--- src/rtl/game_pkg.sv ---
// ---------------------------------------------------------------------------
// game_pkg
// Shared definitions for the game session path (session controller, BCD play
// timer, score/time display). The state encoding is the one the display and
// timer blocks decode, so values must not be reordered.
//   game_state_e  : 3-bit session state, IDLE=0 READY=1 PLAY=2 PAUSE=3
//                   WON=4 OVER=5
//   DEF_TICK_DIV  : sys_clk cycles per game second on the 50 MHz board clock
// ---------------------------------------------------------------------------
package game_pkg;

    localparam int DEF_TICK_DIV = 50_000_000;

    typedef enum logic [2:0] {
        ST_IDLE  = 3'd0,
        ST_READY = 3'd1,
        ST_PLAY  = 3'd2,
        ST_PAUSE = 3'd3,
        ST_WON   = 3'd4,
        ST_OVER  = 3'd5
    } game_state_e;

    // The second prescaler only advances while the countdown or the game
    // itself is running.
    function automatic logic is_counting(game_state_e s);
        return (s == ST_READY) || (s == ST_PLAY);
    endfunction

endpackage

--- src/rtl/game_session_if.sv ---
// ---------------------------------------------------------------------------
// game_session_if
// Bundle between the input decoder / game logic (master side) and the session
// controller (slave side).
//   master -> slave : start_pls, pause_pls, win_evt, lose_evt, time_max_flag
//   slave -> master : timer_clr, timer_tick, ready_cnt[2:0], state[2:0],
//                     game_won, game_over
// Handshake: there is no valid/ready back-pressure on this bundle. Every *_pls
// and *_evt input is a single-cycle pulse that the controller samples on the
// rising sys_clk edge and either acts on or drops in that same cycle;
// time_max_flag is a level. timer_clr and timer_tick are single-cycle pulses
// the timer must consume in the cycle they are high. All slave outputs are
// registered.
// ---------------------------------------------------------------------------
interface game_session_if;

    logic       start_pls;
    logic       pause_pls;
    logic       win_evt;
    logic       lose_evt;
    logic       time_max_flag;
    logic       timer_clr;
    logic       timer_tick;
    logic [2:0] ready_cnt;
    logic [2:0] state;
    logic       game_won;
    logic       game_over;

    modport master (
        output start_pls, pause_pls, win_evt, lose_evt, time_max_flag,
        input  timer_clr, timer_tick, ready_cnt, state, game_won, game_over
    );

    modport slave (
        input  start_pls, pause_pls, win_evt, lose_evt, time_max_flag,
        output timer_clr, timer_tick, ready_cnt, state, game_won, game_over
    );

endinterface

--- src/rtl/sec_prescaler.sv ---
// ---------------------------------------------------------------------------
// sec_prescaler
// Down-counter from TICK_DIV-1 to 0 that marks one game second when it sits at
// 0 while enabled, then reloads. Holds its value while en is low, which is how
// a paused game resumes mid-second.
//   sys_clk, sys_rst_n : clock, asynchronous active-low reset
//   en                 : advance the count this cycle
//   reload             : restart the second (takes priority over en)
//   sec_pls            : combinational, high in the cycle a second completes
// TICK_DIV must be at least 2.
// ---------------------------------------------------------------------------
module sec_prescaler #(
    parameter int TICK_DIV = 4
) (
    input  logic sys_clk,
    input  logic sys_rst_n,
    input  logic en,
    input  logic reload,
    output logic sec_pls
);

    localparam int             CW   = (TICK_DIV > 2) ? $clog2(TICK_DIV) : 1;
    localparam logic [CW-1:0]  LOAD = CW'(TICK_DIV - 1);

    logic [CW-1:0] cnt_q;

    always_ff @(posedge sys_clk or negedge sys_rst_n) begin
        if (!sys_rst_n) begin
            cnt_q <= LOAD;
        end else if (reload) begin
            cnt_q <= LOAD;
        end else if (en) begin
            cnt_q <= (cnt_q == '0) ? LOAD : cnt_q - CW'(1);
        end
    end

    assign sec_pls = en && (cnt_q == '0);

endmodule

--- src/rtl/game_session_ctrl.sv ---
// ---------------------------------------------------------------------------
// game_session_ctrl
// Session state machine for a cartridge: IDLE -> READY countdown -> PLAY,
// with PAUSE, WON and OVER. Drives the play timer's clear and one-second
// count tick and ends the game when the timer saturates.
//   sys_clk, sys_rst_n : clock, asynchronous active-low reset
//   bus (slave)        : start/pause pulses, win/lose events, time_max_flag
//                        in; timer_clr, timer_tick, ready_cnt, state,
//                        game_won, game_over out (all registered)
// Parameters: TICK_DIV sys_clk cycles per second (>= 2), READY_SEC countdown
// length in seconds (1..7).
// ---------------------------------------------------------------------------
module game_session_ctrl
    import game_pkg::*;
#(
    parameter int TICK_DIV  = DEF_TICK_DIV,
    parameter int READY_SEC = 3
) (
    input  logic           sys_clk,
    input  logic           sys_rst_n,
    game_session_if.slave  bus
);

    game_state_e state_q;
    logic        timer_clr_q;
    logic        timer_tick_q;
    logic [2:0]  ready_cnt_q;
    logic        game_won_q;
    logic        game_over_q;
    logic        sec_pls;
    logic        restart;

    // start_pls restarts the session from every state except PLAY, where it
    // is ignored; the prescaler restarts its second on the same edge.
    assign restart = bus.start_pls && (state_q != ST_PLAY);

    sec_prescaler #(
        .TICK_DIV (TICK_DIV)
    ) u_sec_prescaler (
        .sys_clk   (sys_clk),
        .sys_rst_n (sys_rst_n),
        .en        (is_counting(state_q)),
        .reload    (restart),
        .sec_pls   (sec_pls)
    );

    always_ff @(posedge sys_clk or negedge sys_rst_n) begin
        if (!sys_rst_n) begin
            state_q      <= ST_IDLE;
            timer_clr_q  <= 1'b0;
            timer_tick_q <= 1'b0;
            ready_cnt_q  <= 3'd0;
            game_won_q   <= 1'b0;
            game_over_q  <= 1'b0;
        end else begin
            timer_clr_q  <= 1'b0;
            timer_tick_q <= 1'b0;
            if (restart) begin
                state_q     <= ST_READY;
                timer_clr_q <= 1'b1;
                ready_cnt_q <= 3'(READY_SEC);
                game_won_q  <= 1'b0;
                game_over_q <= 1'b0;
            end else begin
                case (state_q)
                    ST_READY: begin
                        if (sec_pls) begin
                            if (ready_cnt_q == 3'd1) begin
                                state_q     <= ST_PLAY;
                                ready_cnt_q <= 3'd0;
                            end else begin
                                ready_cnt_q <= ready_cnt_q - 3'd1;
                            end
                        end
                    end
                    ST_PLAY: begin
                        // A completed second is counted even on the edge the
                        // game ends or pauses.
                        timer_tick_q <= sec_pls;
                        if (bus.win_evt) begin
                            state_q    <= ST_WON;
                            game_won_q <= 1'b1;
                        end else if (bus.lose_evt || bus.time_max_flag) begin
                            state_q     <= ST_OVER;
                            game_over_q <= 1'b1;
                        end else if (bus.pause_pls) begin
                            state_q <= ST_PAUSE;
                        end
                    end
                    ST_PAUSE: begin
                        if (bus.pause_pls) begin
                            state_q <= ST_PLAY;
                        end
                    end
                    default: begin
                        // IDLE, WON and OVER only leave through restart.
                        state_q <= state_q;
                    end
                endcase
            end
        end
    end

    assign bus.state      = state_q;
    assign bus.timer_clr  = timer_clr_q;
    assign bus.timer_tick = timer_tick_q;
    assign bus.ready_cnt  = ready_cnt_q;
    assign bus.game_won   = game_won_q;
    assign bus.game_over  = game_over_q;

endmodule

--- src/flat_wrapper.sv ---
// flat-port wrapper written by rule: the top's interface ports become plain ports
module game_session_ctrl_flat import game_pkg::*;
#(
    parameter int TICK_DIV  = DEF_TICK_DIV,
    parameter int READY_SEC = 3
)
  (sys_clk, sys_rst_n, bus_start_pls, bus_pause_pls, bus_win_evt, bus_lose_evt, bus_time_max_flag, bus_timer_clr, bus_timer_tick, bus_ready_cnt, bus_state, bus_game_won, bus_game_over);
  game_session_if bus_i ();
  input  logic sys_clk;
  input  logic sys_rst_n;
  input wire logic [$bits(bus_i.start_pls)-1:0] bus_start_pls;
  input wire logic [$bits(bus_i.pause_pls)-1:0] bus_pause_pls;
  input wire logic [$bits(bus_i.win_evt)-1:0] bus_win_evt;
  input wire logic [$bits(bus_i.lose_evt)-1:0] bus_lose_evt;
  input wire logic [$bits(bus_i.time_max_flag)-1:0] bus_time_max_flag;
  output wire logic [$bits(bus_i.timer_clr)-1:0] bus_timer_clr;
  output wire logic [$bits(bus_i.timer_tick)-1:0] bus_timer_tick;
  output wire logic [$bits(bus_i.ready_cnt)-1:0] bus_ready_cnt;
  output wire logic [$bits(bus_i.state)-1:0] bus_state;
  output wire logic [$bits(bus_i.game_won)-1:0] bus_game_won;
  output wire logic [$bits(bus_i.game_over)-1:0] bus_game_over;
  assign bus_i.start_pls = bus_start_pls;
  assign bus_i.pause_pls = bus_pause_pls;
  assign bus_i.win_evt = bus_win_evt;
  assign bus_i.lose_evt = bus_lose_evt;
  assign bus_i.time_max_flag = bus_time_max_flag;
  assign bus_timer_clr = bus_i.timer_clr;
  assign bus_timer_tick = bus_i.timer_tick;
  assign bus_ready_cnt = bus_i.ready_cnt;
  assign bus_state = bus_i.state;
  assign bus_game_won = bus_i.game_won;
  assign bus_game_over = bus_i.game_over;
  game_session_ctrl #(.TICK_DIV(TICK_DIV), .READY_SEC(READY_SEC)) u_core (.sys_clk(sys_clk), .sys_rst_n(sys_rst_n), .bus(bus_i));
endmodule
--- config.mk ---
export PLATFORM = sky130hd
export DESIGN_NAME = game_session_ctrl_flat
export DESIGN_NICKNAME = d
export VERILOG_FILES = /design/src/rtl/game_pkg.sv /design/src/rtl/game_session_if.sv /design/src/rtl/sec_prescaler.sv /design/src/rtl/game_session_ctrl.sv /design/src/flat_wrapper.sv
export SDC_FILE = /design/constraint.sdc
export NUM_CORES = 1
export LEC_CHECK = 0
export CAP_MARGIN = 20
export CELL_PAD_IN_SITES_DETAIL_PLACEMENT = 1
export CELL_PAD_IN_SITES_GLOBAL_PLACEMENT = 2
export CORE_UTILIZATION = 32
export DETAILED_ROUTE_END_ITERATION = 10
export HOLD_SLACK_MARGIN = 0.03
export PLACE_DENSITY = 0.71
export SKIP_CTS_REPAIR_TIMING = 1
export SLEW_MARGIN = 40
export SYNTH_ARGS = -nofsm -noshare
export SYNTH_HDL_FRONTEND = slang
export SYNTH_SLANG_ARGS = --single-unit
--- constraint.sdc ---
create_clock -name sys_clk -period 2.45 [get_ports sys_clk]
set_input_delay 0.3675 -clock sys_clk [delete_from_list [all_inputs] [get_ports sys_clk]]
set_output_delay 0.3675 -clock sys_clk [all_outputs]
set_load 0.01 [all_outputs]
==> flow_summary_export.csv <==
group,metric,value,unit
outcome,status,"finished clean",
timing,rsz0062_at_grt,"false",
timing,max_freq,437,MHz
synthesis,synth-seq-cells,36,
pwr,leakage,0.000926,uW
layout,nNetsFinal,249,
clock_network,cts_max_level,2,
critical_path,reg2reg_slack,0.16,ns
placement,dp_hpwl,3770,um
critical_path,crit_type,"reg -> reg",
drt,post-route-drc-count,0,
critical_path,rr_worst_depth,6,
drt,first_pass_iters,4,
global_route,grt_usage,0.181,
pwr,p_total,1440,uW
synthesis,yosysWarnings,0,
global_route,grt.overflow.total,0,
placement,gp_congestion,0.787,
run,maxCapViolations,0,
global_route,grt_pass1_wl,9000,um
critical_path,worstPathMaxFanout,5,
synthesis,synth_cell_types,47,
synthesis,synth.net_count,217,
placement,port_buffers,16,
synthesis,syn_avg_cell_area,9.45,um^2
critical_path,cp_data_arrival_time,2.51,ns
critical_path,cp-start-kind,"flop",
layout,final_util,0.406,
layout,mostFrequentLayoutCell,"nor2_1",
timing,tightestPinTransition,0.641,ns
critical_path,timing.rr.end,"u_core.u_sec_prescaler.cnt_q[18]",
layout,stdcell_area,0.00240,mm^2
floorplanning,start_util,0.331,
floorplanning,core_area,0.00592,mm^2
placement,placed_cell_area,0.00227,mm^2
clock_network,root_buffer,"clkbuf_8",
drt,via_per_inst,5.42,
synthesis,syn_inst,207,
drt,drt_iter0_drc,82,
timing,hold_slack,0.0364,ns
clock_network,clock_sinks,36,
clock_network,clk_latency,0.29,ns
drt,wl_met3,114,um
drt,dr.max_layer_used,"met4",
layout,nFillCells,686,
pwr,ir_drop,0.495,mV
critical_path,worstSetupEndpointType,"flop",
synthesis,ys_async_sr_fraction,1.00,
floorplanning,num_rows,28,
drt,wire_per_inst,16.5,um
pwr,power_density,599,mW/mm^2
synthesis,synth_top_area_frac,0.242,
global_route,grt_max_degree,37,
synthesis,netlist_area,0.00196,mm^2
timing,setup_viol_count_final,0,
critical_path,worstPathRequired,2.67,ns
drt,wl_met1,2480,um
global_route,grt_pass1_vias,1824,
clock_network,cts_tree,"built",
timing,slew_violations,0,
synthesis,synth-edff-count,0,
floorplanning,die_x,80.2,um
layout,drive_gt1_frac,0.225,
timing,finalCritPeriodShare,0.934,
floorplanning,ios,17,
synthesis,ys.flop_type,"dfstp_2",
clock_network,cts_buffer_depth,2,
drt,via_count,1707,
min_path,hold_path.class,"in -> async",
timing,relSlewSlack,0.572,
floorplanning,dieHeight,80.2,um
synthesis,netlist_top_cells_area,"dfstp_2 (24%), dfrtp_1 (23%), nor2_1 (4.6%)",
synthesis,ys_seq_area_frac,0.472,
floorplanning,die_area,0.00643,mm^2
drt,ant_nets,0,
synthesis,synth_top_cell_by_area,"dfstp_2",
drt,wirelength,5200,um
timing,skew,0.00780,ns
timing,finalCriticalPeriod,2.29,ns
clock_network,cts-buffers-inserted,5,
clock_network,path_clk_slew,0.08,ns
critical_path,r2r_start,"u_core.u_sec_prescaler.cnt_q[0]",
timing,hold_viol_final,0,
global_route,antenna_found_initial,0,
layout,area_growth,22.9,%
layout,diodes,0,
layout,final_cell_mix,"nor2_1 (24), dfrtp_1 (18), dfstp_2 (18), nand2_1 (16), buf_4 (16)",
drt,met2_length,2540,um
## layer usage
layer / up-vias / global-route usage
li1: 822 / -
met1: 861 / 0.240
met2: 17 / 0.299
met3: 7 / 0.0307
met4: 0 / 0.0571
met5: - / 0
## synth_stat cells (2+ instances only)
cell and count:
o21ai_0 11, dfstp_2 18, a21oi_1 11, ha_1 3, nand2_1 16, inv_1 7, or3_1 7, nor4_1 11
nor2_1 24, a311oi_1 2, dfrtp_1 18, o31ai_1 2, nor3_1 11, and3_1 6, clkbuf_1 4, xnor2_1 8
nor3b_1 2, nand3_1 4, xor2_1 5, nand2b_1 2, nor2b_1 2, or4_1 5, nand4_1 4
## sequential cells by signal, indices dropped and copies added (netlist names)
signal,count
u_core.bus.game_over,1
u_core.bus.ready_cnt,3
u_core.bus.state,3
u_core.bus.timer_clr,1
u_core.u_sec_prescaler.cnt_q,26
u_core.bus.game_won,1
u_core.bus.timer_tick,1
## report_power, final
group	internal (uW)	switching (uW)
Clock	230	211
Sequential	659	68.1
Combinational	114	160
## final cells by class
class	instances	area, um^2	area share
repair buffers	31	270	0.112
well taps	75	93.8	0.0390
clock buffers	8	90.1	0.0375
flip-flops and latches	36	923	0.384
multi-input cells	157	997	0.415
inverters	8	30.0	0.0125
## kinds of logic after synthesis
family / synth area share
simple gates: 0.285
flops: 0.472
fa+ha+maj: 0.0192
buf+inv: 0.0294
xor+xnor: 0.0582
compound gates: 0.125
mux: 0.0109
## worst max-delay path by stage
| stage | startpoint | depth (start not counted) | slack [ns] | end |
|---|---|---|---|---|
| floorplan | u_core.u_sec_prescaler.cnt_q[0] | 6 | 0.16 | u_core.u_sec_prescaler.cnt_q[18] |
| global placement | u_core.u_sec_prescaler.cnt_q[0] | 6 | 0.10 | u_core.u_sec_prescaler.cnt_q[18] |
| detailed placement | u_core.u_sec_prescaler.cnt_q[0] | 6 | 0.01 | u_core.u_sec_prescaler.cnt_q[18] |
| CTS | u_core.u_sec_prescaler.cnt_q[0] | 6 | -0.0002 | u_core.u_sec_prescaler.cnt_q[18] |
| global route | u_core.u_sec_prescaler.cnt_q[0] | 7 | 0.04 | u_core.u_sec_prescaler.cnt_q[22] |
| finish | u_core.u_sec_prescaler.cnt_q[0] | 6 | 0.16 | u_core.u_sec_prescaler.cnt_q[18] |
## worst max-delay path, cell delays in order (launching register included)
cell	delay (ns)
dfstp_2	0.39
inv_2	0.07
ha_4	0.14
or4b_4	0.49
or4_4	0.57
or4_1	0.42
a21oi_1	0.14
## metrics by stage
step / setup WS (ns) / cells / TNS [ns]
after CTS: -0.000224 / 312 / -0.000224
after global placement: 0.101 / 304 / 0
after global routing: 0.0409 / 315 / 0
after detailed placement: 0.0124 / 304 / 0
after floorplan: 0.161 / 207 / 0
final: 0.162 / 315 / 0
(Power assumes the default switching activity.)
